`src/rtl/seq_shift_add_mult_if.sv`:
```
// -----------------------------------------------------------------------------
// seq_shift_add_mult_if
//   Start/done handshake bundle for the sequential shift-and-add multiplier.
//
//   Parameter
//     N        operand width; the product is 2N bits wide
//
//   Signals
//     start    requester -> multiplier   request, sampled only while idle
//     a        requester -> multiplier   multiplicand, captured on acceptance
//     b        requester -> multiplier   multiplier, captured on acceptance
//     busy     multiplier -> requester   operation in progress
//     done     multiplier -> requester   one-cycle completion pulse
//     product  multiplier -> requester   registered 2N-bit result
//
//   Modports
//     master   the requester side
//     slave    the multiplier side
// -----------------------------------------------------------------------------
interface seq_shift_add_mult_if #(
    parameter int N = 16
);
    logic             start;
    logic [N-1:0]     a;
    logic [N-1:0]     b;
    logic             busy;
    logic             done;
    logic [2*N-1:0]   product;

    modport master (
        output start,
        output a,
        output b,
        input  busy,
        input  done,
        input  product
    );

    modport slave (
        input  start,
        input  a,
        input  b,
        output busy,
        output done,
        output product
    );
endinterface

```
`src/rtl/seq_shift_add_mult.sv`:
```
// -----------------------------------------------------------------------------
// seq_shift_add_mult
//   Sequential unsigned shift-and-add multiplier, N x N -> 2N. One partial sum
//   is formed per clock by a ripple-carry adder (rca_nbit), so an operation
//   spends N cycles in RUN followed by one DONE cycle. The result register
//   holds its value until the next operation completes.
//
//   Ports
//     clk      system clock, rising edge
//     reset    asynchronous, active-high; clears all state
//     bus      seq_shift_add_mult_if.slave
//                start/a/b in, busy/done/product out
//
//   Build option
//     ZERO_BYPASS_EN  when defined, an accepted request with a zero operand
//                     skips RUN and completes one cycle after acceptance with
//                     product 0. When undefined, every operation runs the
//                     full N cycles and no zero-detect logic exists.
//
//   Also in this file
//     rca_nbit   n-bit ripple-carry adder used for the partial sums
// -----------------------------------------------------------------------------

// -----------------------------------------------------------------------------
// rca_nbit
//   Plain n-bit ripple-carry adder: {c_out, s} = x + y + c_in.
//
//   Ports
//     x, y     n-bit addends
//     c_in     carry in
//     s        n-bit sum
//     c_out    carry out of the MSB
// -----------------------------------------------------------------------------
module rca_nbit #(
    parameter int n = 16
) (
    input  logic [n-1:0] x,
    input  logic [n-1:0] y,
    input  logic         c_in,
    output logic [n-1:0] s,
    output logic         c_out
);
    logic [n:0] carry;

    assign carry[0] = c_in;

    for (genvar i = 0; i < n; i++) begin : g_bit
        assign s[i]       = x[i] ^ y[i] ^ carry[i];
        assign carry[i+1] = (x[i] & y[i]) | (carry[i] & (x[i] ^ y[i]));
    end

    assign c_out = carry[n];
endmodule

module seq_shift_add_mult #(
    parameter int N = 16
) (
    input  logic                  clk,
    input  logic                  reset,
    seq_shift_add_mult_if.slave   bus
);
    localparam int COUNT_W = $clog2(N) + 1;

    typedef enum logic [1:0] {
        IDLE = 2'b00,
        RUN  = 2'b01,
        DONE = 2'b10
    } state_e;

    state_e               state_q,   state_d;
    logic [N-1:0]         acc_hi_q,  acc_hi_d;
    logic [N-1:0]         mcand_q,   mcand_d;
    logic [N-1:0]         mplier_q,  mplier_d;
    logic [COUNT_W-1:0]   count_q,   count_d;
    logic                 busy_q,    busy_d;
    logic                 done_q,    done_d;
    logic [2*N-1:0]       product_q, product_d;

    // Partial-sum datapath: add the multiplicand into the upper half when the
    // current multiplier LSB is set.
    logic [N-1:0]         addend;
    logic [N-1:0]         sum;
    logic                 sum_carry;
    logic [2*N-1:0]       shifted;

    assign addend = mplier_q[0] ? mcand_q : '0;

    rca_nbit #(.n(N)) u_rca (
        .x     (acc_hi_q),
        .y     (addend),
        .c_in  (1'b0),
        .s     (sum),
        .c_out (sum_carry)
    );

    // The adder carry lands in the accumulator MSB after the right shift, so
    // no bit of the product is ever lost. The consumed multiplier LSB falls
    // off the bottom while product bits fill in from above.
    assign shifted = {sum_carry, sum, mplier_q[N-1:1]};

    always_comb begin
        // NOTE: every signal driven here gets a default first so no path
        // leaves it unassigned and no latch is inferred.
        state_d   = state_q;
        acc_hi_d  = acc_hi_q;
        mcand_d   = mcand_q;
        mplier_d  = mplier_q;
        count_d   = count_q;
        busy_d    = busy_q;
        done_d    = 1'b0;
        product_d = product_q;

        case (state_q)
            IDLE: begin
                if (bus.start) begin
                    mcand_d  = bus.a;
                    mplier_d = bus.b;
                    acc_hi_d = '0;
                    count_d  = '0;
`ifdef ZERO_BYPASS_EN
                    if (bus.a == '0 || bus.b == '0) begin
                        state_d   = DONE;
                        product_d = '0;
                        done_d    = 1'b1;
                        busy_d    = 1'b0;
                    end else begin
                        state_d = RUN;
                        busy_d  = 1'b1;
                    end
`else
                    state_d = RUN;
                    busy_d  = 1'b1;
`endif
                end
            end

            RUN: begin
                {acc_hi_d, mplier_d} = shifted;
                count_d              = count_q + COUNT_W'(1);
                if (count_q == COUNT_W'(N - 1)) begin
                    // Product is taken from the final shifted value so it is
                    // complete on the same edge that enters DONE.
                    state_d   = DONE;
                    product_d = shifted;
                    busy_d    = 1'b0;
                    done_d    = 1'b1;
                end
            end

            DONE: begin
                // A start seen here is ignored; requests are only accepted
                // from IDLE.
                state_d = IDLE;
            end

            default: begin
                state_d = IDLE;
                busy_d  = 1'b0;
            end
        endcase
    end

    // NOTE: all state, datapath registers included, is cleared by the async
    // reset so an interrupted operation leaves nothing behind.
    always_ff @(posedge clk or posedge reset) begin
        if (reset) begin
            state_q   <= IDLE;
            acc_hi_q  <= '0;
            mcand_q   <= '0;
            mplier_q  <= '0;
            count_q   <= '0;
            busy_q    <= 1'b0;
            done_q    <= 1'b0;
            product_q <= '0;
        end else begin
            // NOTE: non-blocking assignments so every register samples the
            // pre-edge values regardless of statement order.
            state_q   <= state_d;
            acc_hi_q  <= acc_hi_d;
            mcand_q   <= mcand_d;
            mplier_q  <= mplier_d;
            count_q   <= count_d;
            busy_q    <= busy_d;
            done_q    <= done_d;
            product_q <= product_d;
        end
    end

    assign bus.busy    = busy_q;
    assign bus.done    = done_q;
    assign bus.product = product_q;
endmodule

```
`src/flat_wrapper.sv`:
```
// flat-port wrapper written by rule: the top's interface ports become plain ports
module seq_shift_add_mult_flat 
#(
    parameter int N = 16
)
  (clk, reset, bus_start, bus_a, bus_b, bus_busy, bus_done, bus_product);
  seq_shift_add_mult_if #(.N(N)) bus_i ();
  input  logic clk;
  input  logic reset;
  input wire logic [$bits(bus_i.start)-1:0] bus_start;
  input wire logic [$bits(bus_i.a)-1:0] bus_a;
  input wire logic [$bits(bus_i.b)-1:0] bus_b;
  output wire logic [$bits(bus_i.busy)-1:0] bus_busy;
  output wire logic [$bits(bus_i.done)-1:0] bus_done;
  output wire logic [$bits(bus_i.product)-1:0] bus_product;
  assign bus_i.start = bus_start;
  assign bus_i.a = bus_a;
  assign bus_i.b = bus_b;
  assign bus_busy = bus_i.busy;
  assign bus_done = bus_i.done;
  assign bus_product = bus_i.product;
  seq_shift_add_mult #(.N(N)) u_core (.clk(clk), .reset(reset), .bus(bus_i));
endmodule
```
`config.mk`:
```
export PLATFORM = sky130hd
export DESIGN_NAME = seq_shift_add_mult_flat
export DESIGN_NICKNAME = d
export VERILOG_FILES = /design/src/rtl/seq_shift_add_mult_if.sv /design/src/rtl/seq_shift_add_mult.sv /design/src/flat_wrapper.sv
export SDC_FILE = /design/constraint.sdc
export NUM_CORES = 1
export LEC_CHECK = 0
export ABC_AREA = 1
export BUFFER_PORTS_ARGS = -buffer_cell sky130_fd_sc_hd__buf_2
export CORE_UTILIZATION = 58
export CTS_BUF_LIST = sky130_fd_sc_hd__clkbuf_8
export CTS_CLUSTER_SIZE = 16
export DETAILED_ROUTE_END_ITERATION = 8
export PLACE_DENSITY = 0.86
export SYNTH_ARGS = -nofsm -noshare
export SYNTH_HDL_FRONTEND = slang
export SYNTH_SLANG_ARGS = --single-unit
export TNS_END_PERCENT = 30
```
`constraint.sdc`:
```
create_clock -name clk -period 9 [get_ports clk]
set_input_delay 1.35 -clock clk [delete_from_list [all_inputs] [get_ports clk]]
set_output_delay 1.35 -clock clk [all_outputs]
set_load 0.1 [all_outputs]
```
==> impl_results.md, run 1 <==
* Commonest non-fill, non-tap cell in the layout: nand2_1
* Synthesized Nets at 491
* Syn Std Cell Area at 4000 µm²
* Critical Path Max Stage Delay at 540 ps
* Core box area at 6490 µm²
* GR Overflow Total at 0
* Sink Count at 89
* Initial antenna violation count at 0
* Post-Synth Simple-Gate Area at 23.7%
* Die Ht at 85.0 µm
* Multi-input logic area at 1520 µm²
* Clock slew at reported path FFs at 90 ps
* Period utilization at 86.2%
* Nets at 546
* DR vias at 3099
* Max Root-Sink Buffers at 2
* First DRT Iteration DRCs at 288
* Fillers at 499
* Crit path max-delay family: adder cells
* Layout cells sized above 1 at 18.7%
* Post-Route WL at 8550 µm
* Yosys warnings at 0
* RSZ-0062 raised after global routing: no
* Setup TNS at 0 ps
* Slew Limit Fails at 0
* CTS H-tree depth at 3
* Peak Freq at 0.129 GHz
* Crit path required time at 9190 ps
* Pin count of the biggest net entering global routing at 90
* MaxCap Viol Count at 0
* CTS root buf: clkbuf_8
* Syn Area/Cell at 9.13 µm²
* DR DRC count at 0
* GP Congestion at 0.836
* Critical Path Slowest Stage Cell: fa_1
* Crit path max fanout at 17
* Slew HR at 22.8%
* Hold Path Class: register to register
* Tmin final at 7760 ps
* Hold violation total from the final report at 0
* Syn Inst Count at 438
* Gr usage total at 25.5%
* Sequential area share after synthesis at 55.7%
* Critical path cell sequence: buf_4, nand2_1, inv_1, ha_1, inv_1, fa_1, fa_1, fa_1, fa_1, fa_1, fa_1, fa_1, fa_1, fa_1, fa_1, fa_1, fa_1, fa_1, fa_1, fa_1, o22ai_1
* Most used cell, CP: fa_1
* Most frequent cells in the layout: nand2_1 (163), dfrtp_1 (89), buf_2 (68)
* Die Wd at 85.0 µm
* IO Port Bufs at 68
* Synth Area in Adders at 8.45%
* P&R area growth vs syn at 12.6%
* Critical path arrival at 7950 ps
* Storage element area at 2230 µm²
* Ant. Diodes at 0
* CTS Buf Count at 9
* Critical path class: register to register
* Clk_skew at 7.55 ps
* Largest family of logic cells by synthesized area: simple AND/OR/NAND/NOR gates
* Post_cts resized at 0
* Hold Buf Count CTS at 0
* Wirelength per Cell at 14.9 µm
* Multiplexer share of the synthesized area at 0%
* Worst slew pin tran at 1150 ps
* Vias per cell at 5.39
* Buf/Inv on CP at 3
* Latest clock arrival within the worst-skew pair at 360 ps
* First-pass GRT wire length at 14100 µm
* Setup bufs post-CTS at 0
* Antenna-violating nets left at 0
* Synth cell types at 21
* Status: finished clean
* CP Capture Type: register
* Site Rows at 29
* Vias in the first global route at 2915
* I/O pin cnt at 69
* Crit start category: register
* Die ar. at 7230 µm²
* Initial Util at 61.6%
* TritonCTS clock tree: built
* Post-DP HPWL at 5770 µm
* Compound-Gate Fraction of Synth Area at 5.88%
* Post-Synth XOR/XNOR Area at 0%
* Final setup violation count at 0
* Flops & latches, synth at 89
* First-pass iteration count of the detailed router at 5
cell type report:
type | instances | area share (%)
Sequential cell | 89 | 49.5
Tap cell | 77 | 2.14
Timing Repair Buffer | 70 | 7.89
Clock buffer | 11 | 3.36
Clock inverter | 5 | 0.667
Multi-Input combinational cell | 291 | 33.8
Inverter | 32 | 2.70
worst register-to-register path, delay by kind of cell (launching register included):
family,cells,cell delay [ps]
adders and majority gates,16,6790
DFF,1,330
buffers and inverters,3,320
AOI/OAI and AO/OA,1,90
and+or+nand+nor,1,70
worst paths after layout:
path | cells past startpoint | to | startpoint | slack [ps]
min reg2reg | 2 | u_core.bus.product[4] | u_core.bus.product[4] | 480
min | 2 | u_core.bus.product[4] | u_core.bus.product[4] | 480
max reg2reg | 21 | u_core.acc_hi_q[14] | u_core.mplier_q[0] | 1240
max | 21 | u_core.acc_hi_q[14] | u_core.mplier_q[0] | 1240
max in group asynchronous | 3 | u_core.mplier_q[4] | reset | 6970
min in group asynchronous | 3 | u_core.bus.done | reset | 1320
flip-flops by register name, indices dropped and copies added (netlist names):
register,cells
u_core.bus.done,1
u_core.state_q,2
u_core.acc_hi_q,16
u_core.count_q,5
u_core.bus.busy,1
u_core.bus.product,32
u_core.mcand_q,16
u_core.mplier_q,16
metal layers:
| metal | routed length (µm) | global-route usage, % | vias up |
|---|---|---|---|
| met4 | 160 | 9.40 | 0 |
| li1 | - | - | 1495 |
| met3 | 604 | 5.45 | 16 |
| met2 | 3910 | 36.6 | 123 |
| met5 | 0 | 0 | - |
| met1 | 3870 | 38.7 | 1465 |
cell families after synthesis:
group | count (synthesis)
fa+ha+maj | 18
buf+inv | 58
compound gates | 43
simple gates | 230
flops | 89
cells in the mapped netlist, drive strengths merged:
library cell	count	area, µm²
clkbuf	12	46.3
nand3	42	210
o21ai	26	130
nor2	16	62.6
dfrtp	89	2230
nand2	165	622
a21oi	1	5.00
nand3b	6	45.0
o22ai	16	100
inv	32	120
buf	14	86.3
fa	15	300
nand4	1	6.26
ha	3	37.5
stage by stage:
stage,instance area (µm²),utilization (%),instances,hold WS (ps),setup slack (ps)
global placement,4320,66.5,559,457,1410
detailed placement,4320,66.5,559,460,1260
CTS,4500,69.3,575,483,1200
floorplan,4000,-,438,442,1450
finish,4500,69.3,575,482,1240
global route,4500,69.3,575,497,919
Power of run 1 is not shown: default switching activity piles up to over one toggle a cycle in this logic, so the estimate is an artifact.
==> run 2: changes to the inputs <==
--- a/config.mk
+++ b/config.mk
@@ -7,12 +7,14 @@
 export LEC_CHECK = 0
 export ABC_AREA = 1
 export BUFFER_PORTS_ARGS = -buffer_cell sky130_fd_sc_hd__buf_2
-export CORE_UTILIZATION = 58
+export CORE_UTILIZATION = 59
 export CTS_BUF_LIST = sky130_fd_sc_hd__clkbuf_8
 export CTS_CLUSTER_SIZE = 16
 export DETAILED_ROUTE_END_ITERATION = 8
-export PLACE_DENSITY = 0.86
+export PLACE_DENSITY = 0.87
+export SKIP_LAST_GASP = 1
 export SYNTH_ARGS = -nofsm -noshare
 export SYNTH_HDL_FRONTEND = slang
+export SYNTH_HIERARCHICAL = 1
 export SYNTH_SLANG_ARGS = --single-unit
 export TNS_END_PERCENT = 30
==> run 2 against run 1 <==
Net effect: setup slack gained 300 ps; cell count up 9.9%; wire length up 3.2%; hold slack about the same; highest routed layer unchanged; register-to-register slack improved by 300 ps; global-route usage down 0.58 points; flip-flop and latch count stayed put; synthesized area rose by 9.9%; count of clock-buffer cells in the layout shrank 2.
==> impl_results.md, run 2 <==
* Status: finished clean
* Ant. Diodes at 0
* Main area contributors after synthesis: dfrtp_1 (51%), nand2_1 (12%), fa_1 (7.3%), o21ai_2 (5.4%), nand3_1 (5.4%)
* Multi-input logic area at 1730 µm²
* Fillers at 573
* MaxCap Viol Count at 0
* Die ar. at 7800 µm²
* Crit start category: register
* Peak Freq at 0.134 GHz
* Crit path max fanout at 17
* Initial antenna violation count at 0
* Storage element area at 2230 µm²
* Core box area at 7210 µm²
* DR DRC count at 0
* Post-Route WL at 8820 µm
* I/O pin cnt at 69
* Critical path class: register to register
* CTS root buf: clkbuf_8
* IO Port Bufs at 68
* Post-DP HPWL at 5900 µm
* Tmin final at 7460 ps
* Latest clock arrival within the worst-skew pair at 360 ps
* Pin count of the biggest net entering global routing at 90
* Flops & latches, synth at 89
* FF-to-FF path depth at 24
* DR vias at 3210
* Post-synth ARST share at 100%
* CTS H-tree depth at 3
* Sink Count at 89
* Synth cell types at 27
* GP Congestion at 0.840
* Post_cts resized at 0
* Slew Limit Fails at 0
* Setup bufs post-CTS at 0
* Yosys top cell by area: dfrtp_1
* Final setup violation count at 0
* Syn Std Cell Area at 4390 µm²
* Setup TNS at 0 ps
* Site Rows at 31
* Yosys warnings at 6
* RSZ-0062 raised after global routing: no
* Vias per cell at 5.08
* Gr usage total at 24.9%
* Syn Area/Cell at 9.29 µm²
* Sequential area share after synthesis at 50.7%
* Antenna-violating nets left at 0
* P&R area growth vs syn at 11.6%
* Period utilization at 82.9%
* First-pass iteration count of the detailed router at 5
* Die Wd at 88.3 µm
* First DRT Iteration DRCs at 180
* TritonCTS clock tree: built
* Layout cells sized above 1 at 22.5%
* Initial Util at 60.9%
* Max Root-Sink Buffers at 2
* First-pass GRT wire length at 14600 µm
* Cell depth of the worst hold path at 2
* Max reg flops at 32
* CP Capture Type: register
* Post-synth EDFFs at 0
* Count leader, synth: nand2_1
* CTS Buf Count at 9
* Hold violation total from the final report at 0
* Commonest non-fill, non-tap cell in the layout: nand2_1
* Hold Path Class: register to register
* Worst slew pin tran at 1100 ps
* Vias in the first global route at 3115
* Wirelength per Cell at 14.0 µm
* GR Overflow Total at 0
* Top cell type's share of synthesized area at 50.7%
* Synthesized Nets at 526
* Clk_skew at 9.12 ps
* Most frequent cells in the layout: nand2_1 (142), dfrtp_1 (89), buf_2 (68)
* Synth Flop Type: dfrtp_1
* Critical path arrival at 7740 ps
* Clock slew at reported path FFs at 80 ps
* Crit path required time at 9280 ps
* Die Ht at 88.3 µm
* Hold Buf Count CTS at 0
* Nets at 582
* Slew HR at 26.4%
* Syn Inst Count at 473
* Post-synth top cells: nand2_1 (142), dfrtp_1 (89), inv_1 (60), nand3_1 (47), o21ai_2 (27)
-- run 2: worst paths after layout --
path / from / slack (ps) / end
worst max register to register: u_core/mplier_q[0] / 1540 / u_core/acc_hi_q[14]
max in group asynchronous: reset / 6960 / u_core/bus.product[9]
worst max-delay path: u_core/mplier_q[0] / 1540 / u_core/acc_hi_q[14]
worst min-delay path: u_core/mcand_q[1] / 480 / u_core/mcand_q[1]
worst min register to register: u_core/mcand_q[1] / 480 / u_core/mcand_q[1]
min in group asynchronous: reset / 1330 / u_core/bus.product[0]
-- run 2: routing by layer --
| layer | global-route usage [%] | part of all wire, % |
|---|---|---|
| met1 | 34.0 | 44 |
| met3 | 4.20 | 4.6 |
| met5 | 0 | 0 |
| met4 | 11.9 | 1.8 |
| met2 | 39.4 | 50 |
-- run 2: kinds of logic (layout without fill, tap and decap cells) --
| group | after synthesis | after routing | share of synthesized area [%] |
|---|---|---|---|
| fa+ha+maj | 18 | 18 | 7.86 |
| simple gates | 231 | 231 | 23.6 |
| xor+xnor | 1 | 1 | 0.199 |
| flops | 89 | 89 | 50.7 |
| other cells | 1 | 1 | 0.0854 |
| buf+inv | 87 | 147 | 10.0 |
| compound gates | 46 | 46 | 7.58 |
-- run 2: worst max-delay path, cell delays in order, from the launching register on --
cell     delay (ps)
dfrtp_1         550
nand2_1         130
inv_1            60
fa_1            430
inv_1            90
fa_1            170
inv_1            50
fa_1            400
fa_1            410
fa_1            410
fa_1            400
fa_1            410
fa_1            400
fa_1            390
fa_1            390
fa_1            410
fa_1            390
fa_1            390
fa_1            380
fa_1            380
inv_1            90
fa_1            400
inv_1            60
inv_1            50
o21ai_1         130
-- run 2: through the flow --
step / instances / util (%) / hold WS (ps) / setup slack, ps / instance area (µm²)
finish: 632 / 67.9 / 482 / 1540 / 4900
global route: 632 / 67.9 / 503 / 1240 / 4900
CTS: 632 / 67.9 / 483 / 1580 / 4900
detailed placement: 617 / 64.7 / 461 / 1620 / 4670
global placement: 617 / 64.7 / 457 / 1850 / 4670
floorplan: 473 / - / 442 / 2090 / 4390
-- run 2: area by class of cell --
cell class,count,area share [%]
sequential,89,45.4
multi-input combinational,297,35.2
timing repair buffer,69,7.10
inverter,63,4.95
clock buffer,9,2.53
tap,99,2.53
clock inverter,6,2.22
Power of run 2 is left out for the same reason.
